===== src/rtl/entry_pkg.sv =====
// Shared types for the switch-driven operand entry controller: FSM states,
// config field positions in the switch word and the default ALU flag width.
package entry_pkg;

  typedef enum logic [2:0] {
    ST_CONFIG = 3'd0,
    ST_OPA    = 3'd1,
    ST_OPB    = 3'd2,
    ST_WAIT   = 3'd3,
    ST_RESULT = 3'd4,
    ST_FLAGS  = 3'd5
  } state_t;

  localparam int OPC_LSB        = 0;
  localparam int OPC_W          = 3;
  localparam int MODE_BIT       = 3;
  localparam int RND_BIT        = 4;
  localparam int FLAG_W_DEFAULT = 5;

endpackage


===== src/rtl/btn_debounce.sv =====
// Two-flop synchroniser plus counter debouncer; emits a one-cycle pulse on
// every accepted rising edge of the button level.
module btn_debounce #(
  parameter int DEB_CYCLES = 1000000
) (
  input  logic clk,
  input  logic rst_n,
  input  logic btn,
  output logic evt
);

  localparam int CNT_W = $clog2(DEB_CYCLES + 1);

  logic             sync1_reg;
  logic             sync2_reg;
  logic             level_reg;
  logic [CNT_W-1:0] cnt_reg;

  // The counter only runs while the synchronised input disagrees with the
  // accepted level, so any bounce back to the old level restarts the wait.
  always_ff @(posedge clk or negedge rst_n) begin
    if (!rst_n) begin
      sync1_reg <= 1'b0;
      sync2_reg <= 1'b0;
      level_reg <= 1'b0;
      cnt_reg   <= '0;
      evt       <= 1'b0;
    end else begin
      sync1_reg <= btn;
      sync2_reg <= sync1_reg;
      evt       <= 1'b0;
      if (sync2_reg != level_reg) begin
        if (cnt_reg == CNT_W'(DEB_CYCLES - 1)) begin
          level_reg <= sync2_reg;
          cnt_reg   <= '0;
          evt       <= sync2_reg;
        end else begin
          cnt_reg <= cnt_reg + 1'b1;
        end
      end else begin
        cnt_reg <= '0;
      end
    end
  end

endmodule


===== src/rtl/operand_entry_ctrl.sv =====
// Front panel controller: enters an ALU config and two operands chunk by chunk
// from switches, runs one ALU request and pages the result and flags on LEDs.
module operand_entry_ctrl
  import entry_pkg::*;
#(
  parameter int SW_W           = 16,
  parameter int DATA_W         = 32,
  parameter int HALF_W         = 16,
  parameter int DEB_CYCLES     = 1000000,
  parameter int TIMEOUT_CYCLES = 1024,
  parameter int FLAG_W         = FLAG_W_DEFAULT
) (
  input  logic              clk,
  input  logic              rst_n,
  input  logic [SW_W-1:0]   switches,
  input  logic              btn_next,
  input  logic              btn_back,
  output logic [SW_W-1:0]   leds,
  output logic [DATA_W-1:0] op_a,
  output logic [DATA_W-1:0] op_b,
  output logic [2:0]        op_code,
  output logic              mode_fp,
  output logic              round_mode,
  output logic              alu_start,
  input  logic              alu_valid,
  input  logic [DATA_W-1:0] alu_result,
  input  logic [FLAG_W-1:0] alu_flags,
  output logic              busy
);

  localparam int NCH_MAX  = DATA_W / SW_W;
  localparam int NCH_HALF = HALF_W / SW_W;
  localparam int CHK_W    = (NCH_MAX > 1) ? $clog2(NCH_MAX) : 1;
  localparam int SPIN_W   = (SW_W > 1) ? $clog2(SW_W) : 1;
  localparam int TMO_W    = $clog2(TIMEOUT_CYCLES + 1);

  state_t              state_reg;
  logic [CHK_W-1:0]    chk_reg;
  logic [CHK_W-1:0]    last_chk;
  logic [DATA_W-1:0]   result_reg;
  logic [FLAG_W-1:0]   flags_reg;
  logic                err_reg;
  logic [TMO_W-1:0]    tmo_reg;
  logic [19:0]         spin_div_reg;
  logic [SPIN_W-1:0]   spin_reg;
  logic [SW_W-1:0]     leds_next;
  logic [SW_W-1:0]     res_chunk [NCH_MAX];
  logic                next_evt;
  logic                back_evt;
  logic                next_only;

  btn_debounce #(.DEB_CYCLES(DEB_CYCLES)) u_deb_next (
    .clk   (clk),
    .rst_n (rst_n),
    .btn   (btn_next),
    .evt   (next_evt)
  );

  btn_debounce #(.DEB_CYCLES(DEB_CYCLES)) u_deb_back (
    .clk   (clk),
    .rst_n (rst_n),
    .btn   (btn_back),
    .evt   (back_evt)
  );

  assign next_only = next_evt & ~back_evt;
  assign busy      = (state_reg == ST_WAIT);
  assign last_chk  = mode_fp ? CHK_W'(NCH_MAX - 1) : CHK_W'(NCH_HALF - 1);

  genvar gi;
  generate
    for (gi = 0; gi < NCH_MAX; gi++) begin : g_res_chunk
      assign res_chunk[gi] = result_reg[gi*SW_W +: SW_W];
    end
  endgenerate

  always_ff @(posedge clk or negedge rst_n) begin
    if (!rst_n) begin
      state_reg  <= ST_CONFIG;
      chk_reg    <= '0;
      op_a       <= '0;
      op_b       <= '0;
      op_code    <= '0;
      mode_fp    <= 1'b0;
      round_mode <= 1'b0;
      alu_start  <= 1'b0;
      result_reg <= '0;
      flags_reg  <= '0;
      err_reg    <= 1'b0;
      tmo_reg    <= '0;
    end else begin
      case (state_reg)
        ST_CONFIG: begin
          if (next_only) begin
            op_code    <= switches[OPC_LSB +: OPC_W];
            mode_fp    <= switches[MODE_BIT];
            round_mode <= switches[RND_BIT];
            op_a       <= '0;
            op_b       <= '0;
            chk_reg    <= '0;
            state_reg  <= ST_OPA;
          end
        end
        ST_OPA: begin
          if (back_evt) begin
            if (chk_reg != '0) chk_reg <= chk_reg - 1'b1;
            else               state_reg <= ST_CONFIG;
          end else if (next_evt) begin
            for (int i = 0; i < NCH_MAX; i++)
              if (chk_reg == CHK_W'(i)) op_a[i*SW_W +: SW_W] <= switches;
            if (chk_reg != last_chk) begin
              chk_reg <= chk_reg + 1'b1;
            end else begin
              chk_reg   <= '0;
              state_reg <= ST_OPB;
            end
          end
        end
        ST_OPB: begin
          if (back_evt) begin
            if (chk_reg != '0) begin
              chk_reg <= chk_reg - 1'b1;
            end else begin
              chk_reg   <= last_chk;
              state_reg <= ST_OPA;
            end
          end else if (next_evt) begin
            for (int i = 0; i < NCH_MAX; i++)
              if (chk_reg == CHK_W'(i)) op_b[i*SW_W +: SW_W] <= switches;
            if (chk_reg != last_chk) begin
              chk_reg <= chk_reg + 1'b1;
            end else begin
              // Stale result/flags are dropped so a timeout shows only err.
              chk_reg    <= '0;
              state_reg  <= ST_WAIT;
              alu_start  <= 1'b1;
              tmo_reg    <= '0;
              result_reg <= '0;
              flags_reg  <= '0;
            end
          end
        end
        ST_WAIT: begin
          if (alu_valid) begin
            result_reg <= alu_result;
            flags_reg  <= alu_flags;
            err_reg    <= 1'b0;
            alu_start  <= 1'b0;
            chk_reg    <= '0;
            state_reg  <= ST_RESULT;
          end else if (tmo_reg == TMO_W'(TIMEOUT_CYCLES - 1)) begin
            alu_start <= 1'b0;
            err_reg   <= 1'b1;
            chk_reg   <= '0;
            state_reg <= ST_FLAGS;
          end else begin
            tmo_reg <= tmo_reg + 1'b1;
          end
        end
        ST_RESULT: begin
          if (back_evt) begin
            chk_reg   <= '0;
            state_reg <= ST_CONFIG;
          end else if (next_evt) begin
            if (chk_reg != last_chk) begin
              chk_reg <= chk_reg + 1'b1;
            end else begin
              chk_reg   <= '0;
              state_reg <= ST_FLAGS;
            end
          end
        end
        ST_FLAGS: begin
          if (back_evt || next_evt) begin
            chk_reg   <= '0;
            state_reg <= ST_CONFIG;
          end
        end
        default: begin
          chk_reg   <= '0;
          alu_start <= 1'b0;
          state_reg <= ST_CONFIG;
        end
      endcase
    end
  end

  // Free-running spinner shown while the ALU is busy.
  always_ff @(posedge clk or negedge rst_n) begin
    if (!rst_n) begin
      spin_div_reg <= '0;
      spin_reg     <= '0;
    end else begin
      spin_div_reg <= spin_div_reg + 1'b1;
      if (&spin_div_reg)
        spin_reg <= (spin_reg == SPIN_W'(SW_W - 1)) ? '0 : spin_reg + 1'b1;
    end
  end

  always_comb begin
    leds_next = '0;
    case (state_reg)
      ST_CONFIG:      leds_next[4:0] = {round_mode, mode_fp, op_code};
      ST_OPA, ST_OPB: leds_next = switches;
      ST_WAIT:        leds_next = SW_W'(1) << spin_reg;
      ST_RESULT:      leds_next = res_chunk[chk_reg];
      ST_FLAGS:       leds_next[FLAG_W:0] = {err_reg, flags_reg};
      default:        leds_next = '0;
    endcase
  end

  always_ff @(posedge clk or negedge rst_n) begin
    if (!rst_n) leds <= '0;
    else        leds <= leds_next;
  end

endmodule


===== config.mk =====
export PLATFORM = sky130hd
export DESIGN_NAME = operand_entry_ctrl
export DESIGN_NICKNAME = d
export VERILOG_FILES = /design/src/rtl/entry_pkg.sv /design/src/rtl/btn_debounce.sv /design/src/rtl/operand_entry_ctrl.sv
export SDC_FILE = /design/constraint.sdc
export NUM_CORES = 1
export LEC_CHECK = 0
export BUFFER_PORTS_ARGS = -buffer_cell sky130_fd_sc_hd__buf_2
export CORE_AREA = 2 2 148 150
export DETAILED_ROUTE_END_ITERATION = 8
export DIE_AREA = 0 0 150 152
export GPL_ROUTABILITY_DRIVEN = 0
export PLACE_DENSITY = 0.69
export SYNTH_ARGS = -nofsm -noshare
export SYNTH_HDL_FRONTEND = slang
export SYNTH_SLANG_ARGS = --single-unit

===== constraint.sdc =====
create_clock -name clk -period 3.75 [get_ports clk]
set_input_delay 0.5625 -clock clk [delete_from_list [all_inputs] [get_ports clk]]
set_output_delay 0.5625 -clock clk [all_outputs]
set_load 0.05 [all_outputs]

==> qor.yml, run 1 <==
leakage_nw: 5.31
postLayoutCellArea_sq_um: 11200
synthDistinctLibCells: 65
start_kind: "flip-flop"
rr_worst_depth: 3
drtIter0Drc: 545
pin_count: 145
grt_max_degree: 89
required_ns: 3.19
vias: 7234
fill_cells: 1975
synth_area_sq_um: 9410
power.density_nw_per_um2: 443
hold_class: "in -> async"
cts_setup_buffers: 0
max_slew_margin_pct: 18.0
ys.warnings.count: 0
synth_edf_count: 0
avgViaCountPerCell: 5.23
die_area_sq_um: 22800
insertion_delay_ns: 0.51
grt_pass1_wl_microns: 37400
max_cap_viol_count: 0
drc: 0
clockRootBuffer: "clkbuf_16"
worstPathMaxFanout: 26
clkSlewWorstSetupHoldPaths_ns: 0.06
ant_nets: 0
cts_max_path_buffers: 3
crit_path_end_kind: "output pin"
drt_wl_total_microns: 22800
first_global_vias: 7039
area_growth_pct: 19.4
grt_busiest_layer: "met2"
drive_above_1_share_pct: 19.7
grt_usage_pct: 20.2
use_met2_pct: 30.5
criticalPathCategory: "reg -> out"
rr_startpoint: "state_reg[0]$_DFFE_PN0P_"
die_x_microns: 150
worstReg2RegEnd: "op_a[23]$_DFFE_PN0P_"
reg2reg_slack_ns: 1.14
ys_ff_latch: 211
fin_crit_ns: 3.08
multi_input_area_sq_um: 3870
design.core.area_sq_um: 21400
portBuffers: 144
antenna_cells: 0
fin_skew_ns: 0.0103
tritoncts: "built"
finalSetupTns_ns: 0
h-tree-depth: 1
status: "finished, final reports clean"
synth_ff_type: "dfrtp_1"
fin_crit_sh_pct: 82.0
setup_violations: 0
die_h_microns: 152
place_area_sq_um: 10400
rsz0062_at_grt: "no"
hold_buffers: 0
synth.avg_cell_area_sq_um: 9.88
use_met1_pct: 30.3
hold_violations: 0
cp.arrival_ns: 2.51
async_flop_share_pct: 100
clock-sinks: 211
nets: 1156
use_met3_pct: 3.33
final_max_slew_viol_count: 0
synth_nets: 1021
start_util_pct: 44.1
cts_made_buffers: 23
ir_drop_uv: 348
first_pass_iters: 5
routedWlPerCell_microns: 16.5
worst_pin_slew_ns: 1.23
gr-total-overflow: 0
num_rows: 54
register_area_sq_um: 5280
ys_seq_area_share_pct: 56.1
synth_cells: 952
post-dp-hpwl_microns: 16200
antenna_found_initial: 0
fmaxAchievable_mhz: 325
post_cts_resized: 0
==> routing by layer <==
layer | vias up | routed length, microns
met2 | 241 | 10000
met1 | 3411 | 10700
li1 | 3543 | -
met3 | 39 | 1560
met5 | - | 0
met4 | 0 | 488
==> critical path, stage by stage (launching register included) <==
cell and delay, ns:
dfrtp_1 0.73, nor2b_1 0.34, nand2_1 0.21, inv_2 0.38
buf_2 0.34
==> logic make-up (layout without fill, tap and decap cells) <==
kind of cell | Yosys count | after routing | synth area share [%]
fa+ha+maj | 11 | 11 | 1.46
compound gates | 144 | 144 | 9.24
buf+inv | 57 | 209 | 2.90
simple gates | 440 | 440 | 21.5
flops | 211 | 211 | 56.1
xor+xnor | 59 | 59 | 5.49
mux | 30 | 30 | 3.29
==> placed cells by master, fill, tap and decap left out, types with 12 or more instances in the layout <==
cell and instances:
xor2_1 31, clkbuf_16 23, nand3_1 70, dfrtp_1 211
a21oi_1 12, mux2i_1 23, nand2_1 213, o21ai_0 88
buf_2 143, nor3_1 16, xnor2_1 28, nor2_1 76
nand4_1 12
==> cells in the mapped netlist (all sizes together), types with 3 or more instances <==
cell	count	area, sq um
nand2	213	800
dfrtp	211	5280
o21ai	91	455
nor2	77	292
nand3	71	360
xor2	31	272
xnor2	28	245
buf	25	153
mux2i	23	230
clkbuf	18	67.6
nor3	16	80.1
inv	13	48.8
nand4	13	96.3
a21oi	12	60.1
and3	11	70.1
ha	11	138
a221o	7	70.1
mux2	7	78.8
and2	6	37.5
nor4	6	52.6
and4	5	43.8
nor3b	5	58.8
or2	4	25.0
a21o	3	22.5
a31oi	3	18.8
nand3b	3	22.5
nor2b	3	18.8
o2111ai	3	32.5
==> worst max-delay path by stage <==
stage	start	to	slack [ns]	cells after the start
floorplan	mode_fp$_DFFE_PN0P_	result_reg[2]$_DFFE_PN0P_	1.80	8
global placement	state_reg[0]$_DFFE_PN0P_	op_a[18]$_DFFE_PN0P_	1.25	3
detailed placement	state_reg[0]$_DFFE_PN0P_	op_a[18]$_DFFE_PN0P_	1.21	3
CTS	state_reg[1]$_DFFE_PN0P_	busy	0.70	4
global route	state_reg[2]$_DFFE_PN0P_	busy	0.56	4
finish	state_reg[2]$_DFFE_PN0P_	busy	0.67	4
==> area by class of cell <==
class / count / share of cell area, %
clock buffer: 29 / 5.68
clock inverter: 13 / 2.02
inverter: 14 / 0.468
multi-input combinational: 684 / 34.5
sequential: 211 / 47.0
tap: 280 / 3.12
timing repair buffer: 153 / 7.21
==> where the power goes <==
part / internal (mW) / switching [mW]
registers: 2.29 / 0.00874
clock network: 1.62 / 0.914
logic: 0.0389 / 0.100
total: 3.95 / 1.02
==> per-stage QoR <==
| step | setup WS [ns] | hold WS, ns | util [%] | std cells | total power [mW] |
|---|---|---|---|---|---|
| after global placement | 1.25 | 0.334 | 48.5 | 1342 | 2.48 |
| after floorplan | 1.80 | 0.267 | - | 952 | 2.38 |
| after CTS | 0.698 | 0.0901 | 52.6 | 1384 | 5.03 |
| after detailed placement | 1.21 | 0.335 | 48.5 | 1342 | 2.48 |
| final | 0.675 | 0.0678 | 52.6 | 1384 | 4.97 |
| after global routing | 0.559 | 0.107 | 52.6 | 1384 | 5.14 |
Power figures use the tool's default switching activity.
==> inputs of run 2 (changes only) <==
Settings changed: ABC_AREA from default to 1, CORE_AREA 2 2 148 150 to 2 2 154 156, DIE_AREA 0 0 150 152 to 0 0 156 158, PLACE_DENSITY 0.69 to 0.71.
Clock period 3.75 ns to 2.69 ns, I/O delays scaled along.
==> qor.yml, run 2 <==
crit_path_end_kind: "output pin"
routedWlPerCell_microns: 15.1
drt_wl_total_microns: 25300
worstPathMaxFanout: 10
register_area_sq_um: 5280
drive_above_1_share_pct: 20.1
fill_cells: 2121
required_ns: 2.29
synth_edf_count: 0
cp_slowest_cell: "dfrtp_1"
use_met2_pct: 33.6
h-tree-depth: 1
ys_ff_latch: 211
leakage_nw: 5.67
die_area_sq_um: 24600
max_cap_viol_count: 0
power.density_nw_per_um2: 573
ir_drop_uv: 414
synth.avg_cell_area_sq_um: 8.46
use_met3_pct: 5.47
die_h_microns: 158
vias: 8421
place_area_sq_um: 11200
synth_ff_type: "dfrtp_1"
fmaxAchievable_mhz: 470
synth_cells: 1208
finalSetupTns_ns: 0
rsz0062_at_grt: "no"
post_cts_resized: 0
max_slew_margin_pct: 28.4
die_x_microns: 156
final_cell_mix: "nand2_1 (352), dfrtp_1 (211), buf_2 (143)"
antenna_found_initial: 10
multi_input_area_sq_um: 4150
final_max_slew_viol_count: 0
start_kind: "flip-flop"
cts_made_buffers: 25
synth_area_leaders: "dfrtp_1 (52%), nand2_1 (13%), nor2_1 (5.2%)"
cp.arrival_ns: 1.73
clockRootBuffer: "clkbuf_16"
synth_nets: 1277
drc: 0
cts_setup_buffers: 0
gr-total-overflow: 0
clock-sinks: 211
cpPeakStageDelay_ns: 0.60
first_global_vias: 7963
fin_skew_ns: 0.00786
cts_max_path_buffers: 3
ant_nets: 0
criticalPathCategory: "reg -> out"
final_common_cell: "nand2_1"
first_pass_iters: 5
worst_pin_slew_ns: 1.07
avgViaCountPerCell: 5.05
postLayoutCellArea_sq_um: 12100
cp_cell_sequence: "nand3_4, inv_2, buf_2"
design.core.area_sq_um: 23100
num_rows: 56
yosys.area.top_type: "dfrtp_1"
async_flop_share_pct: 100
grt_max_degree: 75
drtIter0Drc: 591
grt_pass1_wl_microns: 40800
synthDistinctLibCells: 39
setup_violations: 0
synth_area_sq_um: 10200
tritoncts: "built"
grt_usage_pct: 20.6
status: "finished, final reports clean"
insertion_delay_ns: 0.51
grt_busiest_layer: "met2"
ys.warnings.count: 0
post-dp-hpwl_microns: 18500
ys_seq_area_share_pct: 51.7
start_util_pct: 44.3
area_growth_pct: 18.0
portBuffers: 144
clkSlewWorstSetupHoldPaths_ns: 0.06
pin_count: 145
hold_class: "in -> reg"
yosys-top-cells-count: "nand2_1 (352), dfrtp_1 (211), nor2_1 (141), inv_1 (128), nand3_1 (65)"
synth_most_common_cell: "nand2_1"
hold_buffers: 3
nets: 1426
hold_violations: 0
fin_crit_sh_pct: 79.2
fin_crit_ns: 2.13
synth_top_area_share_pct: 51.7
use_met1_pct: 27.6
-- run 2: changes by cell type in the layout (fill, tap and decap cells not counted), sizes merged, moves of 6 or more --
cell and delta:
mux2i -23, nor2 +68, nand3 +25, and2 -6, and3 -11, a221o -7, diode +6, mux2 -7
nand4 +6, xnor2 -16, o221ai +6, nand2 +143, inv +123
-- run 2: path summary, 6_finish.rpt --
check                                                    start                              to  slack, ns  cells after the start
min in group asynchronous                                rst_n            op_b[27]$_DFFE_PN0P_       0.46                      2
worst max-delay path                  state_reg[1]$_DFFE_PN0P_                            busy       0.56                      3
worst max register to register          tmo_reg[0]$_DFFE_PN0P_        state_reg[1]$_DFFE_PN0P_       0.59                     10
worst min register to register  u_deb_next.sync1_reg$_DFF_PN0_  u_deb_next.sync2_reg$_DFF_PN0_       0.36                      0
worst min-delay path                              alu_flags[3]        flags_reg[3]$_DFFE_PN0P_       0.13                      3
max in group asynchronous                                rst_n      result_reg[14]$_DFFE_PN0P_       1.44                      3
-- run 2: routing by layer --
layer	wire length, microns	up-vias
li1	-	4138
met1	11300	3944
met2	11400	286
met3	1990	45
met4	544	8
met5	40	-
-- run 2: final cells by class --
type | count | share of cell area, %
multi-input cells | 822 | 34.4
inverters | 137 | 4.26
well taps | 290 | 3.01
repair buffers | 160 | 7.42
clock buffers | 32 | 5.65
diodes | 6 | 0.125
flip-flops and latches | 211 | 43.8
clock inverters | 11 | 1.34
-- run 2: metrics by stage --
stage               utilization, %  instances  hold WS, ns  worst slack (ns)  power [mW]
floorplan                        -       1208        0.108             0.842        3.36
CTS                           52.2       1663        0.107             0.559        7.00
finish                        52.3       1669        0.128             0.560        6.91
global placement              48.5       1617        0.337             0.615        3.52
global route                  52.3       1666        0.119             0.347        7.15
detailed placement            48.5       1617        0.344             0.613        3.53
-- run 2: power by group --
part	leakage, nW	total [mW]	switching (mW)	internal (mW)
Clock	0.415	3.45	1.28	2.16
Combinational	2.82	0.236	0.155	0.0807
Sequential	2.43	3.23	0.0186	3.21
Total	5.67	6.91	1.45	5.46
-- run 2: critical path, delay by kind of cell (launching register included) --
kind | cells | cell delay (ns)
flops | 1 | 0.60
buf+inv | 2 | 0.38
simple gates | 1 | 0.23
-- run 2: cells by family (layout without fill, tap and decap cells) --
| group | count (synthesis) | in the layout | synth area share (%) |
|---|---|---|---|
| AO/OA/AOI/OAI | 127 | 127 | 7.86 |
| XOR/XNOR | 42 | 42 | 3.60 |
| flip-flops | 211 | 211 | 51.7 |
| adder cells (fa/ha/maj) | 11 | 11 | 1.35 |
| buffers and inverters | 175 | 340 | 7.76 |
| AND/OR/NAND/NOR | 642 | 642 | 27.8 |
| other | 0 | 6 | 0 |
